==> src/rtl/warb_ctrl_if.sv <==
// Write-arbiter bundle: requester side (req/din), FIFO side (wfull/winc/wdata), status.
// Latency: none, this is wiring only.
// Backpressure: wfull comes from the FIFO and stalls the granted requester.
interface warb_if #(
    parameter int NREQ    = 4,
    parameter int DATA_WD = 8
);
    logic [NREQ-1:0]         req;
    logic [NREQ*DATA_WD-1:0] din;
    logic                    wfull;
    logic [NREQ-1:0]         gnt;
    logic                    winc;
    logic [DATA_WD-1:0]      wdata;
    logic                    wbusy;
    logic [3:0]              beat_cnt;

    // Arbiter side: owns the FIFO write port and the grant vector.
    modport master (
        input  req, din, wfull,
        output gnt, winc, wdata, wbusy, beat_cnt
    );

    // Requester / FIFO environment side.
    modport slave (
        output req, din, wfull,
        input  gnt, winc, wdata, wbusy, beat_cnt
    );
endinterface

==> src/rtl/warb_ctrl.sv <==
// Round-robin arbiter giving NREQ requesters bursts on one FIFO write port (WARB_BURST_EN enables multi-beat bursts).
// Latency: grant 1 cycle after req from IDLE; winc/wdata combinational from the registered grant.
// Backpressure: wfull stalls the granted burst indefinitely with grant and beat count held.
module warb_ctrl #(
    parameter int NREQ      = 4,
    parameter int DATA_WD   = 8,
    parameter int MAX_BURST = 4
) (
    input  logic   wclk,
    input  logic   wrst,
    warb_if.master bus
);

    localparam int IW = $clog2(NREQ);

`ifdef WARB_BURST_EN
    localparam bit BURST_ON = 1'b1;
`else
    localparam bit BURST_ON = 1'b0;
`endif

    // Without bursts every beat is the last beat of its grant.
    localparam int         EFF_BURST = BURST_ON ? MAX_BURST : 1;
    localparam logic [3:0] LAST_BEAT = 4'(EFF_BURST - 1);

    typedef enum logic [0:0] {
        ST_IDLE  = 1'b0,
        ST_GRANT = 1'b1
    } state_t;

    state_t              r_state, w_state_nxt;
    logic [NREQ-1:0]     r_gnt, w_gnt_nxt;
    logic [IW-1:0]       r_rr, w_rr_nxt;
    logic [3:0]          r_beat_cnt, w_beat_cnt_nxt;

    logic                w_hit;
    logic                w_beat;
    logic                w_release;
    logic [NREQ-1:0]     w_others;
    logic [NREQ-1:0]     w_cand;
    logic                w_pick_vld;
    logic [IW-1:0]       w_pick_idx;
    logic [IW-1:0]       w_probe;
    logic [NREQ-1:0]     w_pick_oh;
    logic [DATA_WD-1:0]  w_wdata;

    // Granted requester still asserting req; a beat also needs FIFO room and no reset.
    assign w_hit     = |(r_gnt & bus.req);
    assign w_beat    = (r_state == ST_GRANT) && w_hit && !bus.wfull && !wrst;
    assign w_release = (r_state == ST_GRANT) &&
                       (!w_hit || (w_beat && (r_beat_cnt == LAST_BEAT)));

    // Prefer anyone but the current grantee; fall back to the grantee if it is alone.
    assign w_others = bus.req & ~r_gnt;
    assign w_cand   = (|w_others) ? w_others : bus.req;

    // Round-robin search starting one past the last granted index.
    always_comb begin
        w_pick_vld = 1'b0;
        w_pick_idx = '0;
        w_probe    = '0;
        for (int k = 0; k < NREQ; k++) begin
            w_probe = IW'((int'(r_rr) + 1 + k) % NREQ);
            if (!w_pick_vld && w_cand[w_probe]) begin
                w_pick_vld = 1'b1;
                w_pick_idx = w_probe;
            end
        end
    end

    assign w_pick_oh = {{(NREQ-1){1'b0}}, 1'b1} << w_pick_idx;

    // Steer the granted requester's data slice to the FIFO; zero when nobody holds a grant.
    always_comb begin
        w_wdata = '0;
        for (int i = 0; i < NREQ; i++) begin
            if (r_gnt[i]) begin
                w_wdata = bus.din[i*DATA_WD +: DATA_WD];
            end
        end
    end

    // Next-state logic: IDLE exit, beat counting, release and hand-over.
    always_comb begin
        w_state_nxt    = r_state;
        w_gnt_nxt      = r_gnt;
        w_rr_nxt       = r_rr;
        w_beat_cnt_nxt = r_beat_cnt;
        case (r_state)
            ST_IDLE: begin
                if (w_pick_vld) begin
                    w_state_nxt    = ST_GRANT;
                    w_gnt_nxt      = w_pick_oh;
                    w_rr_nxt       = w_pick_idx;
                    w_beat_cnt_nxt = 4'd0;
                end
            end
            ST_GRANT: begin
                if (w_release) begin
                    w_beat_cnt_nxt = 4'd0;
                    if (w_pick_vld) begin
                        w_gnt_nxt = w_pick_oh;
                        w_rr_nxt  = w_pick_idx;
                    end else begin
                        w_state_nxt = ST_IDLE;
                        w_gnt_nxt   = '0;
                    end
                end else if (w_beat) begin
                    w_beat_cnt_nxt = r_beat_cnt + 4'd1;
                end
            end
            default: begin
                w_state_nxt    = ST_IDLE;
                w_gnt_nxt      = '0;
                w_beat_cnt_nxt = 4'd0;
            end
        endcase
    end

    // State register; reset parks the pointer on the last index so requester 0 wins first.
    always_ff @(posedge wclk) begin
        if (wrst) begin
            r_state    <= ST_IDLE;
            r_gnt      <= '0;
            r_rr       <= IW'(NREQ - 1);
            r_beat_cnt <= 4'd0;
        end else begin
            r_state    <= w_state_nxt;
            r_gnt      <= w_gnt_nxt;
            r_rr       <= w_rr_nxt;
            r_beat_cnt <= w_beat_cnt_nxt;
        end
    end

    assign bus.gnt      = r_gnt;
    assign bus.winc     = w_beat;
    assign bus.wdata    = w_wdata;
    assign bus.wbusy    = (r_state == ST_GRANT);
    assign bus.beat_cnt = BURST_ON ? r_beat_cnt : 4'd0;

endmodule

==> src/flat_wrapper.sv <==
// flat-port wrapper written by rule: the top's interface ports become plain ports
module warb_ctrl_flat 
#(
    parameter int NREQ      = 4,
    parameter int DATA_WD   = 8,
    parameter int MAX_BURST = 4
)
  (wclk, wrst, bus_req, bus_din, bus_wfull, bus_gnt, bus_winc, bus_wdata, bus_wbusy, bus_beat_cnt);
  warb_if #(.NREQ(NREQ), .DATA_WD(DATA_WD)) bus_i ();
  input  logic wclk;
  input  logic wrst;
  input wire logic [$bits(bus_i.req)-1:0] bus_req;
  input wire logic [$bits(bus_i.din)-1:0] bus_din;
  input wire logic [$bits(bus_i.wfull)-1:0] bus_wfull;
  output wire logic [$bits(bus_i.gnt)-1:0] bus_gnt;
  output wire logic [$bits(bus_i.winc)-1:0] bus_winc;
  output wire logic [$bits(bus_i.wdata)-1:0] bus_wdata;
  output wire logic [$bits(bus_i.wbusy)-1:0] bus_wbusy;
  output wire logic [$bits(bus_i.beat_cnt)-1:0] bus_beat_cnt;
  assign bus_i.req = bus_req;
  assign bus_i.din = bus_din;
  assign bus_i.wfull = bus_wfull;
  assign bus_gnt = bus_i.gnt;
  assign bus_winc = bus_i.winc;
  assign bus_wdata = bus_i.wdata;
  assign bus_wbusy = bus_i.wbusy;
  assign bus_beat_cnt = bus_i.beat_cnt;
  warb_ctrl #(.NREQ(NREQ), .DATA_WD(DATA_WD), .MAX_BURST(MAX_BURST)) u_core (.wclk(wclk), .wrst(wrst), .bus(bus_i));
endmodule
==> config.mk <==
export PLATFORM = sky130hd
export DESIGN_NAME = warb_ctrl_flat
export DESIGN_NICKNAME = d
export VERILOG_FILES = /design/src/rtl/warb_ctrl_if.sv /design/src/rtl/warb_ctrl.sv /design/src/flat_wrapper.sv
export SDC_FILE = /design/constraint.sdc
export NUM_CORES = 1
export LEC_CHECK = 0
export CAP_MARGIN = 5
export CORE_MARGIN = 5
export CORE_UTILIZATION = 38
export DETAILED_ROUTE_END_ITERATION = 12
export PLACE_DENSITY = 0.8
export SYNTH_ARGS = -nofsm -noshare
export SYNTH_HDL_FRONTEND = slang
export SYNTH_SLANG_ARGS = --single-unit
export TNS_END_PERCENT = 5
==> constraint.sdc <==
create_clock -name wclk -period 2.1 [get_ports wclk]
set_clock_uncertainty 0.15 [all_clocks]
set_input_delay 0.42 -clock wclk [delete_from_list [all_inputs] [get_ports wclk]]
set_output_delay 0.42 -clock wclk [all_outputs]
set_load 0.05 [all_outputs]
# Word level (Yosys, flattened, before mapping)
# Index checks and enable logic that the tools add are counted.
totals:
  regBits: 11
  in_bits: 39
op_classes:
  bitwise: 4
  addsub: 5
  order_cmp: 4
  reduce_logical: 20
  mux: 35
  n_eq_ne: 3
  shift: 1
ops:
  columns: ["op", "n"]
  rows:
  - ["$mux 8", 4]
  - ["$mux 4", 7]
  - ["$pmux 4 s2", 2]
  - ["$lt 2x3->1 const B", 4]
  - ["$mux 2", 6]
  - ["$mux 1", 10]
  - ["$and 4x4->4", 2]
  - ["$bmux 1 s2", 4]
  - ["$logic_and 1x1->1", 8]
  - ["$reduce_or 4->1", 2]
  - ["$logic_not 1->1", 6]
  - ["$add 2x1->2 const B", 2]
  - ["$add 2x2->2 const B", 2]
  - ["$add 4x1->4 const B", 1]
  - ["$logic_not 4->1", 1]
  - ["$not 4->4", 1]
  - ["$pmux 2 s2", 1]
  - ["$reduce_and 2->1", 2]
  - ["$shl 1x2->4 const A", 1]
  - ["$ne 3x3->1 const B", 1]
  - ["$ne 2x1->1 const B", 1]
  - ["$ne 2x2->1 const B", 1]
  - ["$pmux 1 s2", 1]
  - ["$logic_or 1x1->1", 1]
  - ["$not 1->1", 1]

# Longest topological paths before layout
depth:
  word_depth: 20
  mapped_depth: 7

# Least setup slack after synthesis
# No wires, ideal clock.
synth_timing:
  path_type: "register -> output"
  start: "reg u_core.r_gnt[2] (netlist: u_core.bus.gnt[2])"
  end: "out bus_winc"
  arrival_time_ns: 2.255
  required_time_ns: 1.530
  path_slack_ns: -0.725
  path_buffers: 1
  path_stages_with_launch: 5
  path_cell_list: "dfxtp_1 -> buf_2 -> a22o_1 -> o21ai_1 -> nor3_1"
synth_via:
  elab_chain_len: 5
synth_lines:
  columns: ["element", "line_no", "text"]
  rows:
  - ["start, declared", "warb_ctrl.sv:32", "logic [NREQ-1:0] r_gnt, w_gnt_nxt;"]
  - ["start signal, assigned", "warb_ctrl.sv:129", "r_gnt <= w_gnt_nxt;"]
  - ["$and 4x4->4", "warb_ctrl.sv:48", "assign w_hit = |(r_gnt & bus.req);"]
  - ["$reduce_or 4->1", "warb_ctrl.sv:48", null]
  - ["$logic_and 1x1->1 (3 in a row)", "warb_ctrl.sv:49", "assign w_beat = (r_state == ST_GRANT) && w_hit && !bus.wfull && !wrst;"]
  - ["end, declared", "flat_wrapper.sv:16", "output wire logic [$bits(bus_i.winc)-1:0] bus_winc;"]
# No other way between the ends.

# Final worst setup path
layout_timing:
  start: "reg u_core.r_gnt[1] (netlist: u_core.bus.gnt[1])"
  end: "out bus_wdata[6]"
layout_via:
  elab_chain_len: 3
layout_lines:
  columns: ["element", "line_no", "text"]
  rows:
  - ["$mux 8 (3 in a row)", "warb_ctrl.sv:77", "if (r_gnt[i]) begin"]
  - ["end, declared", "flat_wrapper.sv:17", "output wire logic [$bits(bus_i.wdata)-1:0] bus_wdata;"]
# No other way between the ends.

==> flow_summary.toml <==
[logic_synthesis]
synth_xor_area_share_pct = 2.70
yosys-top-cells-count = "nor2_1, nand2_1, dfxtp_1, o21ai_1"
synth-seq-cells = 11
synthTopCellsByArea = "dfxtp_1, nor2_1, a22oi_1"
synth_top_family_by_area = "compound AO/OA/AOI/OAI gates"
synth_edf_count = 0
postSynthAreaPerCell_um2 = 7.22
yosysMostFrequentCell = "nor2_1"
ys_warn_count = 0
syn-cell-area_um2 = 975
synth_ff_type = "dfxtp_1"
async_flop_share_pct = 0
synth_top_area_share_pct = 22.6
syn-instance-count = 135
synth-adder-area-share_pct = 2.57
synth_compound_area_share_pct = 36.2
synth_simple_gate_area_share_pct = 27.1
synth_cell_types = 41
synthMuxAreaShare_pct = 0
yosysSeqAreaShare_pct = 22.6
yosysTopAreaCell = "dfxtp_1"

[layout]
nFillCells = 176
area_delta_synth_final_pct = 98.2
finalNetCount = 247
drive_above_1_share_pct = 35.6
n_antenna_cell = 0

[timing]
setup_viol = 1
rsz0062_at_grt = "yes"
fmax_mhz = 476
finalHoldViolCount = 0
finalCritPeriodShare_pct = 100
final.min_clock_period_ns = 2.10
hold_ws_ns = 0.390
slew_violations = 0
finalWorstSetupSlack_ns = -0.00262

[global_route]
busiest_layer = "met2"
grt_max_degree = 20
grt_pass1_vias = 1212
grt-ovfl-total = 0
grt_pass1_wl_mm = 5.62
grt_util_met3_pct = 3.62
grt.met1_usage_pct = 24.3
met2_usage_pct = 35.3
groute.usage.overall_pct = 20.2
antenna_found_initial = 0

[setup_path]
crit_fanout = 8
critical_path_arrival_ns = 1.53
crit_path_end = "bus_wdata[6]"
crit_required_ns = 1.53
start_kind = "flip-flop"
rr_worst_depth = 8
critPathKind = "reg2out"
setup.worst_path.start = "u_core.bus.gnt[1]"
worstReg2RegEnd = "u_core.bus.gnt[0]"
slowest_stage = "dfxtp_4"
reg2reg_from = "u_core.bus.gnt[1]"
path_cells = "and2b_4 -> a22oi_2 -> nor2_2 -> a21oi_2 -> o21ai_4 -> buf_12"
cpPeakStageDelay_ns = 0.36
reg2reg_slack_ns = 0.16
cp-end-kind = "output port"

[floorplan]
start_util_pct = 39.7
core_mm2 = 0.00245
die_width_um = 60.6
dieArea_mm2 = 0.00368
dieHeight_um = 60.6
io-pin-count = 57
rows = 18

[power_and_ir_drop]
ir_drop_mv = 0.637
cellLeakagePower_nw = 0.757
p_per_area_mw_per_mm2 = 947
p_total_mw = 1.83

[clock_tree]
clock_latency_ns = 0.27
ctsHoldBuffers = 0
tritoncts = "done"
cts_buffers = 3
clock_path_buffers = 2
clkTransAtPathRegs_ns = 0.06
cts.sink_count = 11
root_buffer = "clkbuf_4"
htree_levels = 1

[drt]
vias = 1286
drt_iter0_drc = 65
wl_per_cell_um = 15.8
drc_errors = 0
ant_nets = 0
viasPerCell = 5.47
wirelength_mm = 3.72
firstDrtPassIters = 4

[placed_design]
portBuffers = 52
dp_hpwl_mm = 2.89
gp_congestion = 0.927

[worst_hold_path]
hold_depth = 2
worstHoldPathType = "reg2reg"

[job]
max_cap_violations = 0

[outcome]
status = "finished with violations"
violations = "negative setup slack"
==> layout by cell type, fill, tap and decap left out, drive strengths merged, types with 2 or more instances in the layout <==
master	synthesis	layout
a22oi	10	10
inv	6	6
conb	1	4
a21oi	10	10
clkbuf	3	4
dlygate4sd2	0	4
o211ai	2	2
buf	6	35
nor2b	6	6
o31ai	2	2
nand2	13	13
clkdlybuf4s50	0	34
nor2	21	21
dfxtp	11	11
nor4	2	2
nor3	4	4
xor2	2	2
a32o	4	4
a22o	2	2
o21ai	13	13
ha	2	2
==> state kept, by name, summed over array words and instances (netlist names) <==
name,cells
u_core.bus.wbusy,1
u_core.r_beat_cnt,4
u_core.r_rr,2
u_core.bus.gnt,4
==> area by class of cell <==
| cell class | instances | area (µm²) | share of cell area [%] |
|---|---|---|---|
| Tap cell | 30 | 37.5 | 1.94 |
| Sequential cell | 11 | 228 | 11.8 |
| Multi-Input combinational cell | 111 | 840 | 43.5 |
| Timing Repair Buffer | 73 | 778 | 40.3 |
| Inverter | 6 | 22.5 | 1.17 |
| Clock buffer | 4 | 26.3 | 1.36 |
==> worst min-delay path by stage <==
stage | start | to | slack (ns)
4_1_cts | u_core.r_beat_cnt[3] | u_core.r_beat_cnt[3] | 0.39
2_1_floorplan | u_core.r_beat_cnt[3] | u_core.r_beat_cnt[3] | 0.33
3_3_place_gp | u_core.r_beat_cnt[3] | u_core.r_beat_cnt[3] | 0.35
3_5_place_dp | u_core.r_beat_cnt[3] | u_core.r_beat_cnt[3] | 0.36
5_1_grt | u_core.r_beat_cnt[3] | u_core.r_beat_cnt[3] | 0.44
6_report | u_core.r_beat_cnt[3] | u_core.r_beat_cnt[3] | 0.39
==> logic make-up after synthesis <==
| logic type | count (synthesis) |
|---|---|
| XOR/XNOR | 3 |
| other | 1 |
| flip-flops | 11 |
| AO/OA/AOI/OAI | 50 |
| adder cells (fa/ha/maj) | 2 |
| AND/OR/NAND/NOR | 52 |
| buffers and inverters | 16 |
==> through the flow <==
step	area, µm²	setup TNS [ns]	std cells	utilization (%)	setup slack, ns
3_3_place_gp	1820	-2.98	229	74.3	-0.383
6_report	1930	-0.00262	235	78.7	-0.00262
2_1_floorplan	1100	-0.104	138	-	-0.0134
5_1_grt	1930	-0.535	235	78.7	-0.0799
4_1_cts	1890	-0.352	233	77.0	-0.0619
3_5_place_dp	1820	-3.15	229	74.3	-0.396
==> timing repair <==
action                                  CTS  global route
pin swaps                                 1             4
endpoints found under the setup margin   15            11
cloned                                    0             0
gates resized for setup                  17             7
buffers inserted                          0             2
==> critical path: cells and delay by family (launching register included) <==
| family | cells | cell delay [ns] |
|---|---|---|
| simple gates | 2 | 0.44 |
| buf+inv | 1 | 0.15 |
| compound gates | 3 | 0.31 |
| flops | 1 | 0.36 |
==> where the power goes <==
group / switching (mW) / internal [mW] / total (mW)
Combinational: 0.747 / 0.635 / 1.38
Sequential: 0.0602 / 0.247 / 0.307
Clock: 0.0672 / 0.0736 / 0.141
==> routing by layer <==
metal	wire length, µm	part of all wire (%)	vias up
met5	0	0	-
met4	133	3.6	0
met3	328	8.8	17
met2	1830	49	71
met1	1440	39	567
li1	-	-	631
No activity file was read; power rests on OpenSTA's default activity.
